$ cat src/rtl/sync_fifo_flags.sv
// Single-clock FIFO with occupancy count and threshold flags; data_out is registered (1-cycle read latency) or fall-through.
// No backpressure: a write while full is dropped unless paired with a read, and the drop or an empty read pulses overflow/underflow.
module sync_fifo_flags #(
   parameter int W     = 32,
   parameter int D     = 3,
   parameter int AF_TH = 6,
   parameter int AE_TH = 2,
   parameter bit FWFT  = 1'b0
) (
   input  logic         clk,
   input  logic         rst,
   input  logic         wrt_en,
   input  logic [W-1:0] data_in,
   input  logic         rd_en,
   output logic [W-1:0] data_out,
   output logic [D:0]   count,
   output logic         full,
   output logic         empty,
   output logic         almost_full,
   output logic         almost_empty,
   output logic         overflow,
   output logic         underflow
);

   localparam int         DEPTH    = 1 << D;
   localparam logic [D:0] CNT_FULL = (D+1)'(DEPTH);
   localparam logic [D:0] CNT_AF   = (D+1)'(AF_TH);
   localparam logic [D:0] CNT_AE   = (D+1)'(AE_TH);
   localparam logic [D:0] CNT_ONE  = (D+1)'(1);
   localparam logic [D-1:0] PTR_ONE = D'(1);

   logic [W-1:0] mem_q [DEPTH];
   logic [D-1:0] wr_ptr_q, wr_ptr_d;
   logic [D-1:0] rd_ptr_q, rd_ptr_d;
   logic [D:0]   count_q, count_d;
   logic         ovf_q, ovf_d;
   logic         unf_q, unf_d;
   logic [W-1:0] dout_q, dout_d;
   logic         rd_ok, wr_ok;

   always_comb begin
      rd_ok    = rd_en & ~empty;
      // A full FIFO still takes a write when the same cycle pops a word.
      wr_ok    = wrt_en & (~full | rd_en);
      wr_ptr_d = wr_ptr_q;
      rd_ptr_d = rd_ptr_q;
      count_d  = count_q;
      dout_d   = dout_q;
      ovf_d    = wrt_en & full & ~rd_en;
      unf_d    = rd_en & empty;
      if (wr_ok) begin
         wr_ptr_d = wr_ptr_q + PTR_ONE;
      end
      if (rd_ok) begin
         rd_ptr_d = rd_ptr_q + PTR_ONE;
         dout_d   = mem_q[rd_ptr_q];
      end
      case ({wr_ok, rd_ok})
         2'b10:   count_d = count_q + CNT_ONE;
         2'b01:   count_d = count_q - CNT_ONE;
         default: count_d = count_q;
      endcase
   end

   always_ff @(posedge clk or negedge rst) begin
      if (!rst) begin
         wr_ptr_q <= '0;
         rd_ptr_q <= '0;
         count_q  <= '0;
         ovf_q    <= 1'b0;
         unf_q    <= 1'b0;
         dout_q   <= '0;
      end else begin
         wr_ptr_q <= wr_ptr_d;
         rd_ptr_q <= rd_ptr_d;
         count_q  <= count_d;
         ovf_q    <= ovf_d;
         unf_q    <= unf_d;
         dout_q   <= dout_d;
      end
   end

   // Storage is deliberately left out of reset; the pointers make stale words unreachable.
   always_ff @(posedge clk) begin
      if (wr_ok) begin
         mem_q[wr_ptr_q] <= data_in;
      end
   end

   assign data_out     = FWFT ? mem_q[rd_ptr_q] : dout_q;
   assign count        = count_q;
   assign full         = (count_q == CNT_FULL);
   assign empty        = (count_q == '0);
   assign almost_full  = (count_q >= CNT_AF);
   assign almost_empty = (count_q <= CNT_AE);
   assign overflow     = ovf_q;
   assign underflow    = unf_q;

endmodule

$ cat config.mk
export PLATFORM = sky130hd
export DESIGN_NAME = sync_fifo_flags
export DESIGN_NICKNAME = d
export VERILOG_FILES = /design/src/rtl/sync_fifo_flags.sv
export SDC_FILE = /design/constraint.sdc
export NUM_CORES = 1
export LEC_CHECK = 0
export CORE_MARGIN = 4
export CORE_UTILIZATION = 58
export CTS_CLUSTER_DIAMETER = 100
export DETAILED_ROUTE_END_ITERATION = 10
export PLACE_DENSITY = 0.77
export SLEW_MARGIN = 20
export SYNTH_ARGS = -nofsm -noshare
export SYNTH_HDL_FRONTEND = slang
export SYNTH_SLANG_ARGS = --single-unit
$ cat constraint.sdc
create_clock -name clk -period 6.6 [get_ports clk]
set_clock_uncertainty 0.1 [all_clocks]
set_input_delay 1.32 -clock clk [delete_from_list [all_inputs] [get_ports clk]]
set_output_delay 1.32 -clock clk [all_outputs]
set_load 0.01 [all_outputs]
; ---- Word level (Yosys, flattened, before mapping)
; Memories as Yosys holds them, arrays and structs flattened. A register that Yosys moved wholly into a read port is not among the register bits.
; Index checks and enable logic that the tools add are counted.
; Widths: inputs -> output; s select.
[totals]
reg_bits = 12
mem_bits_rw = 256
in_bits = 36
mem_count = 1
[memory_table]
columns = name, words, width, read_ports, rd_ports_with_merged_regs, wr, line_no
row1 = mem_q, 8, 32, 1, 1, 1, 32  ; logic [W-1:0] mem_q [DEPTH];
[op_classes]
add_sub_neg = 4
magnitude_cmp = 2
n_eq_ne = 3
muxes = 3
n_bitwise = 9
n_reduce_logical = 3
[op_table]
columns = operator, count
row1 = $pmux 4 s2, 1
row2 = $add 3x1->3 const B, 2
row3 = $and 1x1->1, 5
row4 = $add 4x1->4 const B, 1
row5 = $eq 4x4->1 const B, 1
row6 = $ge 4x3->1 const B, 1
row7 = $le 4x2->1 const B, 1
row8 = $logic_not 4->1, 1
row9 = $sub 4x1->4 const B, 1
row10 = $not 1->1, 3
row11 = $eq 2x1->1 const B, 1
row12 = $eq 2x2->1 const B, 1
row13 = $mux 1, 2
row14 = $reduce_bool 2->1, 1
row15 = $logic_not 1->1, 1
row16 = $or 1x1->1, 1

; ---- Longest topological paths before layout
[logic_depth]
depth_word = 6
mapped_depth = 12
depth_no_buf = 10

; ---- Least setup slack after synthesis
; Ideal clock, no wire load.
[synth_timing]
kind = input -> register
start = input port rd_en
end = memory mem_q[0][0], enable pin
setup_ns = 0.501
arrival_ns = 4.623
t_required_ns = 5.999
path_slack_ns = 1.376
cell_stages = 3
path_cell_list = o21a_4 > clkinv_4 > nor4_1
[synth_between]
elab_chain_len = 4
[synth_rtl]
columns = element, line_no
row1 = start: declaration, 14  ; input logic rd_en,
row2 = $or 1x1->1, 44  ; wr_ok = wrt_en & (~full | rd_en);
row3 = $and 1x1->1, 44
row4 = $mux 1, 85  ; if (wr_ok) begin
row5 = $mux 1 (not written as such), 86  ; mem_q[wr_ptr_q] <= data_in;
row6 = end: declaration, 32
; No other way between the ends.

; ---- Final worst setup path
[layout_timing]
start = register count_q[1], in the netlist count[1]
end = output port full
[layout_between]
elab_chain_len = 1
[layout_rtl]
columns = element, line_no
row1 = start: declaration, 35  ; logic [D:0] count_q, count_d;
row2 = start signal: assignment, 76  ; count_q <= count_d;
row3 = $eq 4x4->1, 92  ; assign full = (count_q == CNT_FULL);
row4 = end: declaration, 17  ; output logic full,
; No other way between the ends.

==> impl_metrics.yaml <==
global_routing:
  track_usage_pct: 20.59
  grt-ovfl-total: 0
  antenna_found_initial: 0
  grt.met2_usage_pct: 36.71
  first_global_vias: 6511
  top_usage_layer: "met2"
  grt_use_met1_pct: 26.77
  grt_util_met3_pct: 3.069
  grt_max_degree: 68
  grt_first_pass_wirelength_um: 35650
hold_path:
  min_to: "data_out[21]"
  hp-class: "flop to flop"
  hold_start: "data_out[21]"
  hold_depth: 2
critical_path:
  critPathKind: "flop to output port"
  r2r_slack_ns: 3.31
  critPathArrivalTime_ns: 2.23
  cp-end-kind: "output port"
  cp_slowest_cell: "or4b_4"
  ff2ff_path_depth: 11
  critPathMaxStageDelay_ns: 0.59
  startpoint_type: "flop"
  reg2reg_to: "count[2]"
  r2r-start: "count[2]"
  worstPathRequired_ns: 5.18
  path_cells: "or4b_4 > inv_1 > clkdlybuf4s50_1"
  path_max_fanout: 10
clock_tree:
  cts_sinks: 300
  cts-resized-gates: 0
  clkTransAtPathRegs_ns: 0.06
  cts_tree: "done"
  cts_root_buf: "clkbuf_16"
  cts.htree.levels: 1
  ctsLongestPathBuffers: 3
  postCtsSetupRepairBufs: 0
  clock_latency_ns: 0.53
  cts_buffers: 28
  ctsHoldBuffers: 0
yosys:
  synthArstFlopShare_pct: 14.67
  synth_compound_area_share_pct: 6.285
  ys_types: 38
  syn_nets: 693
  synthMuxAreaShare_pct: 11.93
  synth-seq-cells: 300
  seq_area_frac_synth_pct: 75.85
  yosysWarnings: 0
  synth_cells: 652
  synth_edf_count: 256
  synthXorXnorAreaFrac_pct: 0.6803
  avgSynthCellArea_sq_um: 17.77
  ys.flop_type: "edfxtp_1"
  yosys.area_share.simple_pct: 2.646
  synth_top_family_by_area: "multiplexers"
  synthAdderAreaFrac_pct: 0.5400
  synth.cell_area_sq_um: 11590
layout:
  final_common_cell: "edfxtp_1"
  multi_input_area_sq_um: 2631
  ff_latch_area_sq_um: 8792
  diodes: 0
  area_delta_synth_final_pct: 17.12
  fin_nets: 776
  layout_common_cells: "256 x edfxtp_1, 76 x clkdlybuf4s50_1, 65 x mux2_2, 65 x mux2i_1, 43 x dfrtp_1"
  n_fill_cell: 1272
  drive_gt1_share_pct: 18.49
timing:
  setup_tns_ns: 0
  finalCritPeriodShare_pct: 55.28
  post-route-min-period_ns: 3.648
  worst_slew_pin_slew_ns: 1.097
  slew_viol_final: 0
  hold_viol: 0
  layout_setup_ws_ns: 2.952
  setup_viol: 0
  rsz0062_at_grt: "false"
  slew_headroom_pct: 26.68
  max_freq_mhz: 274.1
route:
  drt_first_pass_iters: 4
  finalWirelength_um: 22290
  wire_per_inst_um: 21.81
  drtAntennaViolNets: 0
  drt-initial-drc-count: 277
  via_per_inst: 5.895
  num_vias: 6025
  drc_errors: 0
pwr:
  p_sw_share_pct: 30.12
  clkPwrFrac_pct: 26.2
  vdd_drop_max_v: 0.0002258
  leakagePower_nw: 4.720
  pwr-share-seq_pct: 44.6
  p_per_area_nw_per_um2: 439.1
  power_frac_comb_pct: 29.2
  power.switching_mw: 1.795
  internal_power_mw: 4.164
floorplanning:
  start_util_pct: 59.34
  die_w_um: 149.3
  rows: 51
  dieHeight_um: 149.3
  ios: 78
  core_sq_um: 19530
  die_area_sq_um: 22300
placed_design:
  hpwl_um: 12550
  portBuffers: 77
  place_worst_setup_slack_ns: 2.495
  place_congestion: 0.7687
run_status:
  status: "complete, no violations"
run:
  drv_cap: 0
## power groups by stage
stage | clock, mW | combinational [mW] | sequential, mW
final | 1.56 | 1.74 | 2.66
after global routing | 1.68 | 1.88 | 2.69
after CTS | 1.59 | 1.75 | 2.66
after detailed placement | 0 | 1.73 | 2.70
after global placement | 0 | 1.70 | 2.67
after floorplan | 0 | 1.14 | 2.65
## routing by layer
| layer | wire length, um | vias up |
|---|---|---|
| met4 | 327 | 0 |
| met2 | 11670 | 169 |
| met3 | 1051 | 27 |
| met5 | 0 | - |
| met1 | 9245 | 3091 |
| li1 | - | 2738 |
## cell families after synthesis
logic type / after synthesis
and+or+nand+nor: 66
muxes: 130
adders and majority gates: 5
buffers and inverters: 40
DFF: 300
AOI/OAI and AO/OA: 102
xor gates and xnor gates: 9
## state kept, by name (all words and copies together), names as in the netlist
register	count
underflow	1
overflow	1
rd_ptr_q	3
mem_q	256
wr_ptr_q	3
data_out	32
count	4
## cell usage after synthesis, drive strengths merged, types with 5 or more instances
library cell | instances | area (sq um)
o221ai | 25 | 219.0
clkbuf | 16 | 70.06
nor2 | 5 | 18.77
nand2 | 44 | 170.2
buf | 21 | 152.6
xnor2 | 6 | 52.55
mux2i | 65 | 650.6
mux2 | 65 | 732.0
o21ai | 32 | 160.2
nor3 | 5 | 25.02
edfxtp | 256 | 7687
nand2b | 5 | 31.28
a221o | 7 | 70.07
dfrtp | 44 | 1101
o22ai | 7 | 43.79
ha | 5 | 62.56
a22oi | 25 | 187.7
## cell type report
type                            instances  area share, %
Inverter                                3         0.1199
Multi-Input combinational cell        312          19.39
Tap cell                              265          2.444
Timing Repair Buffer                   90          6.565
Clock buffer                           39          5.846
Clock inverter                         13         0.8391
Sequential cell                       300          64.79
## critical path, delay by kind of cell, from the launching register on
kind	cells	cell delay [ns]
and+or+nand+nor	1	0.59
DFF	1	0.50
buffers and inverters	2	0.60
## worst max-delay path by stage
| stage | from | end | slack (ns) | cells past startpoint |
|---|---|---|---|---|
| after global placement | rd_en | count[2] | 2.63 | 11 |
| after floorplan | rd_en | mem_q[0][0] | 1.38 | 3 |
| final | count[1] | full | 2.95 | 3 |
| after CTS | count[1] | full | 2.92 | 3 |
| after detailed placement | rd_en | count[2] | 2.50 | 11 |
| after global routing | count[1] | full | 2.88 | 3 |
## per-stage QoR
step	util [%]	hold slack (ns)	area (sq um)	cells	power, mW
floorplan	-	0.4059	11590	652	3.790
global placement	64.60	0.3703	12610	968	4.362
detailed placement	64.60	0.3750	12610	968	4.431
CTS	69.24	0.3889	13520	1020	5.999
global route	69.49	0.4087	13570	1022	6.257
finish	69.49	0.3834	13570	1022	5.959
Power figures use the tool's default switching activity.
